[config.mk]
export PLATFORM = sky130hd
export DESIGN_NAME = uart_tx_arbiter_flat
export DESIGN_NICKNAME = d
export VERILOG_FILES = /design/src/rtl/uart_tx_arbiter_if.sv /design/src/rtl/uart_tx_arbiter.sv /design/src/flat_wrapper.sv
export SDC_FILE = /design/constraint.sdc
export NUM_CORES = 1
export LEC_CHECK = 0
export ABC_AREA = 1
export CAP_MARGIN = 10
export CELL_PAD_IN_SITES_DETAIL_PLACEMENT = 0
export CELL_PAD_IN_SITES_GLOBAL_PLACEMENT = 2
export CORE_ASPECT_RATIO = 1.4
export CORE_MARGIN = 3
export CORE_UTILIZATION = 25
export DETAILED_ROUTE_END_ITERATION = 8
export PLACE_DENSITY = 0.87
export SLEW_MARGIN = 5
export SYNTH_ARGS = -nofsm -noshare
export SYNTH_HDL_FRONTEND = slang
export SYNTH_SLANG_ARGS = --single-unit
[constraint.sdc]
create_clock -name clk -period 2.35 [get_ports clk]
set_input_delay 0.5875 -clock clk [delete_from_list [all_inputs] [get_ports clk]]
set_output_delay 0.5875 -clock clk [all_outputs]
set_load 0.05 [all_outputs]
[src/rtl/uart_tx_arbiter_if.sv]
// Bundles the source-side byte streams and the UART TX byte handshake
// that the arbiter sits between.
//   i_req/i_data/i_last : per-source byte valid, byte, end-of-message flag
//   i_cts/i_idle        : TX accepts the presented byte / TX line idle
//   o_data/o_req        : byte and byte-valid presented to TX
//   o_ack               : one-hot, granted source's byte consumed this cycle
//   o_grant             : one-hot current owner (zero when none)
//   o_busy/o_timeout    : SEND or GAP in progress / watchdog release pulse
// master: the environment (sources + TX); slave: the arbiter.
interface uart_tx_arbiter_if #(
  parameter int unsigned N_REQ = 4
);
  logic [N_REQ-1:0]   i_req;
  logic [8*N_REQ-1:0] i_data;
  logic [N_REQ-1:0]   i_last;
  logic               i_cts;
  logic               i_idle;
  logic [7:0]         o_data;
  logic               o_req;
  logic [N_REQ-1:0]   o_ack;
  logic [N_REQ-1:0]   o_grant;
  logic               o_busy;
  logic               o_timeout;

  modport master (
    output i_req, i_data, i_last, i_cts, i_idle,
    input  o_data, o_req, o_ack, o_grant, o_busy, o_timeout
  );

  modport slave (
    input  i_req, i_data, i_last, i_cts, i_idle,
    output o_data, o_req, o_ack, o_grant, o_busy, o_timeout
  );
endinterface

[src/rtl/uart_tx_arbiter.sv]
// Round-robin, packet-locked arbiter sharing one UART TX byte channel
// between N_REQ message sources, with a programmable idle gap after each
// message and a byte-count watchdog.
//   clk : clock, rising edge
//   rst : asynchronous reset, active-high
//   bus : uart_tx_arbiter_if slave modport (sources in, TX handshake out)
module uart_tx_arbiter #(
  parameter int unsigned N_REQ      = 4,
  parameter int unsigned GAP_CYCLES = 16,
  parameter int unsigned MAX_BYTES  = 512
) (
  input  logic              clk,
  input  logic              rst,
  uart_tx_arbiter_if.slave  bus
);

  localparam int unsigned PW = (N_REQ > 1) ? $clog2(N_REQ) : 1;
  localparam int unsigned CW = $clog2(MAX_BYTES + 1);
  localparam int unsigned GW = (GAP_CYCLES > 0) ? $clog2(GAP_CYCLES + 1) : 1;

  typedef enum logic [1:0] {
    IDLE = 2'd0,
    SEND = 2'd1,
    GAP  = 2'd2
  } state_t;

  state_t           state;
  logic [N_REQ-1:0] grant;
  logic [PW-1:0]    grant_idx;
  logic [PW-1:0]    rr_ptr;
  logic [CW-1:0]    byte_cnt;
  logic [GW-1:0]    gap_cnt;
  logic             timeout;

  logic             pick_valid;
  logic [PW-1:0]    pick_idx;
  logic [PW-1:0]    rr_next_c;
  int unsigned      cand;
  logic             req_c;
  logic             xfer_c;
  logic             last_c;
  logic             cnt_max_c;
  logic [7:0]       data_sel_c;

  // First requester at or after rr_ptr, searching cyclically; the wrap is
  // an explicit subtract so non-power-of-two N_REQ works.
  always_comb begin
    pick_valid = 1'b0;
    pick_idx   = '0;
    cand       = 0;
    for (int unsigned k = 0; k < N_REQ; k++) begin
      cand = 32'(rr_ptr) + k;
      if (cand >= N_REQ) cand = cand - N_REQ;
      if (!pick_valid && bus.i_req[PW'(cand)]) begin
        pick_valid = 1'b1;
        pick_idx   = PW'(cand);
      end
    end
  end

  assign rr_next_c  = (pick_idx == PW'(N_REQ - 1)) ? '0 : pick_idx + PW'(1);

  // Granted source's stream is passed straight through while sending.
  assign req_c      = (state == SEND) && bus.i_req[grant_idx];
  assign data_sel_c = bus.i_data[8*grant_idx +: 8];
  assign xfer_c     = req_c && bus.i_cts;
  assign last_c     = bus.i_last[grant_idx];
  assign cnt_max_c  = (byte_cnt == CW'(MAX_BYTES - 1));

  assign bus.o_req     = req_c;
  assign bus.o_data    = req_c ? data_sel_c : 8'h00;
  assign bus.o_ack     = xfer_c ? grant : '0;
  assign bus.o_grant   = grant;
  assign bus.o_busy    = (state != IDLE);
  assign bus.o_timeout = timeout;

  // Arbitration FSM: grant in IDLE, hold for the whole message, then gap.
  always_ff @(posedge clk or posedge rst) begin
    if (rst) begin
      state     <= IDLE;
      grant     <= '0;
      grant_idx <= '0;
      rr_ptr    <= '0;
      byte_cnt  <= '0;
      gap_cnt   <= '0;
      timeout   <= 1'b0;
    end else begin
      timeout <= 1'b0;
      unique case (state)
        IDLE: begin
          if (bus.i_idle && pick_valid) begin
            grant     <= N_REQ'(1) << pick_idx;
            grant_idx <= pick_idx;
            rr_ptr    <= rr_next_c;
            byte_cnt  <= '0;
            state     <= SEND;
          end
        end
        SEND: begin
          // Without a transfer nothing moves: the grant is locked.
          if (xfer_c) begin
            byte_cnt <= byte_cnt + CW'(1);
            if (last_c || cnt_max_c) begin
              grant   <= '0;
              timeout <= cnt_max_c && !last_c;
              if (GAP_CYCLES == 0) begin
                state <= IDLE;
              end else begin
                state   <= GAP;
                gap_cnt <= GW'(GAP_CYCLES);
              end
            end
          end
        end
        GAP: begin
          gap_cnt <= gap_cnt - GW'(1);
          if (gap_cnt == GW'(1)) state <= IDLE;
        end
        default: state <= IDLE;
      endcase
    end
  end

endmodule
[src/flat_wrapper.sv]
// flat-port wrapper written by rule: the top's interface ports become plain ports
module uart_tx_arbiter_flat 
#(
  parameter int unsigned N_REQ      = 4,
  parameter int unsigned GAP_CYCLES = 16,
  parameter int unsigned MAX_BYTES  = 512
)
  (clk, rst, bus_i_req, bus_i_data, bus_i_last, bus_i_cts, bus_i_idle, bus_o_data, bus_o_req, bus_o_ack, bus_o_grant, bus_o_busy, bus_o_timeout);
  uart_tx_arbiter_if #(.N_REQ(N_REQ)) bus_i ();
  input  logic clk;
  input  logic rst;
  input wire logic [$bits(bus_i.i_req)-1:0] bus_i_req;
  input wire logic [$bits(bus_i.i_data)-1:0] bus_i_data;
  input wire logic [$bits(bus_i.i_last)-1:0] bus_i_last;
  input wire logic [$bits(bus_i.i_cts)-1:0] bus_i_cts;
  input wire logic [$bits(bus_i.i_idle)-1:0] bus_i_idle;
  output wire logic [$bits(bus_i.o_data)-1:0] bus_o_data;
  output wire logic [$bits(bus_i.o_req)-1:0] bus_o_req;
  output wire logic [$bits(bus_i.o_ack)-1:0] bus_o_ack;
  output wire logic [$bits(bus_i.o_grant)-1:0] bus_o_grant;
  output wire logic [$bits(bus_i.o_busy)-1:0] bus_o_busy;
  output wire logic [$bits(bus_i.o_timeout)-1:0] bus_o_timeout;
  assign bus_i.i_req = bus_i_req;
  assign bus_i.i_data = bus_i_data;
  assign bus_i.i_last = bus_i_last;
  assign bus_i.i_cts = bus_i_cts;
  assign bus_i.i_idle = bus_i_idle;
  assign bus_o_data = bus_i.o_data;
  assign bus_o_req = bus_i.o_req;
  assign bus_o_ack = bus_i.o_ack;
  assign bus_o_grant = bus_i.o_grant;
  assign bus_o_busy = bus_i.o_busy;
  assign bus_o_timeout = bus_i.o_timeout;
  uart_tx_arbiter #(.N_REQ(N_REQ), .GAP_CYCLES(GAP_CYCLES), .MAX_BYTES(MAX_BYTES)) u_core (.clk(clk), .rst(rst), .bus(bus_i));
endmodule
==> flow_summary.json, run 1 <==
{
  "synth-seq-cells": 26,
  "drive_above_1_share_pct": 20.1,
  "final.fill_count": 884,
  "total_power_uw": 4150,
  "critical-path-top-delay-family": "buffers and inverters",
  "cts_root_buf": "clkbuf_16",
  "yosysWarnings": 0,
  "clk_pin_slew_worst_paths_ns": 0.07,
  "max_freq_mhz": 444,
  "synth_area_sq_um": 2130,
  "arrival_ns": 1.66,
  "vias": 2299,
  "gr-usage-all-layers_pct": 13.1,
  "critPathBufInv": 2,
  "p_per_area_nw_per_um2": 1210,
  "skew_ns": 0.00510,
  "finalHoldViolations": 0,
  "r2r-start": "u_core.rr_ptr[0]",
  "p_leak_uw": 0.00152,
  "synth_top_cell_by_area": "dfrtp_1",
  "critical_path.startpoint_type": "primary input",
  "drcViolationCount": 0,
  "synthCells": 329,
  "tritoncts": "yes",
  "synthTopCellsByArea": "dfrtp_1 (31%), nand2_1 (16%), nor2_1 (9.2%)",
  "timing.rr.end": "u_core.bus.o_grant[3]",
  "ir_drop_mv": 0.635,
  "utilization_pct": 41.8,
  "rsz0062_at_grt": "true",
  "dp_slack_ns": -0.339,
  "ios": 63,
  "fin_crit_sh_pct": 95.8,
  "yosysTopAreaCellShare_pct": 30.6,
  "reg2reg_depth": 14,
  "die_w_um": 83.9,
  "die-area_sq_um": 9660,
  "grt_pass1_wl_um": 10600,
  "clock-sinks": 26,
  "p_clk_share_pct": 12.2,
  "grt_overflow": 0,
  "antenna_found_initial": 0,
  "p_seq_share_pct": 17.0,
  "power_switching_share_pct": 50.0,
  "seq_area_sq_um": 652,
  "tns_ns": 0,
  "core_sq_um": 8200,
  "syn2layout_area_growth_pct": 61.3,
  "p_switching_uw": 2080,
  "die_height_um": 115,
  "drt-pass1-iter-count": 4,
  "cts_max_path_buffers": 2,
  "final_common_cell": "nand2_1",
  "ant_nets": 0,
  "htreeDepth": 1,
  "fin_cells": 515,
  "place_hpwl_um": 4640,
  "wl_per_cell_um": 11.7,
  "tightestPinTransition_ns": 0.497,
  "cp_slowest_stage_delay_ns": 0.52,
  "diodes": 0,
  "io_buffers": 62,
  "crit_path_start": "bus_i_cts",
  "vias_per_cell": 4.46,
  "max_cap_viol_count": 0,
  "crit_end": "bus_o_ack[0]",
  "place_inst": 506,
  "crit_chain": "clkdlybuf4s50_1, nand3_2, nor2_2, buf_12",
  "intPower_uw": 2080,
  "clkLatencyLatePin_ns": 0.26,
  "cp_slowest_cell": "clkdlybuf4s50_1",
  "multiInputGateArea_sq_um": 1460,
  "routed_wl_um": 6010,
  "cp.required_ns": 1.76,
  "r2r_setup_slack_ns": 0.33,
  "layout_common_cells": "nand2_1 (88), nor2_1 (48), clkdlybuf4s50_1 (44)",
  "setup_ws_ns": 0.0980,
  "first_global_vias": 2348,
  "status": "completed",
  "synth-seq-area-share_pct": 30.6,
  "grt_max_degree": 27,
  "path_class": "primary input to output pin",
  "period_minus_slack_ns": 2.25,
  "syn_avg_cell_area_sq_um": 6.46,
  "start_util_pct": 25.9,
  "netlist-cell-type-count": 29,
  "p_comb_share_pct": 70.8,
  "fin_nets": 468,
  "crit_cells": 4,
  "crit_path_end_kind": "output pin",
  "worstPathMaxFanout": 6,
  "drtIter0Drc": 76,
  "whs_path_depth": 2,
  "holdCritPathClass": "flop to flop",
  "max_slew_margin_pct": 66.8,
  "cts_buffers": 3,
  "syn-num-nets": 383,
  "drv_slew": 0,
  "gp_congestion": 0.741,
  "setup_viol_count_final": 0,
  "rows": 39
}
state kept, by name, indices dropped and copies added, names as in the netlist:
register and cells:
u_core.grant_idx 2, u_core.rr_ptr 2, u_core.bus.o_timeout 1, u_core.bus.o_grant 4, u_core.byte_cnt 10, u_core.state 2
u_core.gap_cnt 5
synth_stat cells:
library cell / count
a21oi_1: 10
a31oi_1: 1
and2_1: 1
buf_1: 1
buf_2: 2
buf_4: 1
buf_8: 1
clkbuf_1: 3
dfrtp_1: 26
ha_1: 10
inv_1: 35
inv_2: 2
nand2_1: 90
nand2_2: 5
nand2_4: 3
nand3_1: 21
nand3_2: 1
nand3b_1: 5
nand4_1: 5
nor2_1: 52
nor2_4: 1
nor2_8: 1
nor3_1: 5
o211ai_1: 2
o21a_1: 1
o21ai_0: 25
o21ai_1: 11
or2_2: 4
xor2_1: 4
routing by layer:
| metal | track usage (%) | wire length, um | vias up |
|---|---|---|---|
| met2 | 24.9 | 3080 | 51 |
| met5 | 0 | 0 | - |
| met4 | 2.90 | 53 | 0 |
| met3 | 2.87 | 320 | 5 |
| met1 | 14.9 | 2550 | 1022 |
| li1 | - | - | 1221 |
metrics by stage:
stage	cell area, sq um	hold slack [ns]
final	3430	0.487
after global routing	3430	0.543
after CTS	3400	0.501
after detailed placement	3210	0.484
after global placement	3210	0.469
after floorplan	2230	0.453
worst reg2reg max path: stages, from the launching register on:
cell and delay [ns]:
dfrtp_1 0.48, inv_1 0.18, nand2_1 0.09, nand2_1 0.07, buf_4 0.13, nand2_1 0.05, and2_1 0.14, nand3_2 0.09
nand3_1 0.17, inv_1 0.08, ha_1 0.18, inv_1 0.07, nor2_1 0.04, nand4_1 0.08, nand2_1 0.06
worst min path at each step:
stage                            startpoint           endpoint  slack, ns
after floorplan           u_core.gap_cnt[4]  u_core.gap_cnt[4]       0.45
after global routing      u_core.gap_cnt[4]  u_core.gap_cnt[4]       0.54
after detailed placement  u_core.gap_cnt[4]  u_core.gap_cnt[4]       0.48
after global placement    u_core.gap_cnt[4]  u_core.gap_cnt[4]       0.47
after CTS                 u_core.gap_cnt[4]  u_core.gap_cnt[4]       0.50
final                     u_core.gap_cnt[4]  u_core.gap_cnt[4]       0.49
cell families after synthesis:
kind of cell / count (synthesis) / share of synthesized area (%)
DFF: 26 / 30.6
AOI/OAI and AO/OA: 50 / 12.2
adders and majority gates: 10 / 5.89
xor gates and xnor gates: 4 / 1.65
and+or+nand+nor: 194 / 40.9
buffers and inverters: 45 / 8.77
area by class of cell:
class	instances	area share, %
inverter	37	4.27
clock buffer	3	2.19
clock inverter	1	0.876
multi-input combinational	259	42.5
sequential	26	19.0
tap	102	3.72
timing repair buffer	87	27.4
power groups by stage:
stage	registers, uW	logic (uW)	clock network [uW]
4_1_cts	700	2950	519
5_1_grt	730	3300	538
3_3_place_gp	705	2760	0
2_1_floorplan	725	1870	0
6_report	705	2940	508
3_5_place_dp	704	2780	0
repair_timing:
item                                   in CTS  in global routing
hold buffers                                0                  0
buffers inserted                            4                  0
setup endpoints to repair                  17                 17
gates resized for setup                    31                  9
endpoints found under the hold margin       0                  0
pin swaps                                   1                  1
gates cloned                                1                  0
Power figures use the tool's default switching activity.
==> inputs of run 2 (changes only) <==
--- a/config.mk
+++ b/config.mk
@@ -12,6 +12,8 @@
 export CORE_ASPECT_RATIO = 1.4
 export CORE_MARGIN = 3
 export CORE_UTILIZATION = 25
+export CTS_CLUSTER_DIAMETER = 200
+export CTS_CLUSTER_SIZE = 30
 export DETAILED_ROUTE_END_ITERATION = 8
 export PLACE_DENSITY = 0.87
 export SLEW_MARGIN = 5
==> results of run 2 <==
Final layout, timing and power as in run 1 (identical DEF).
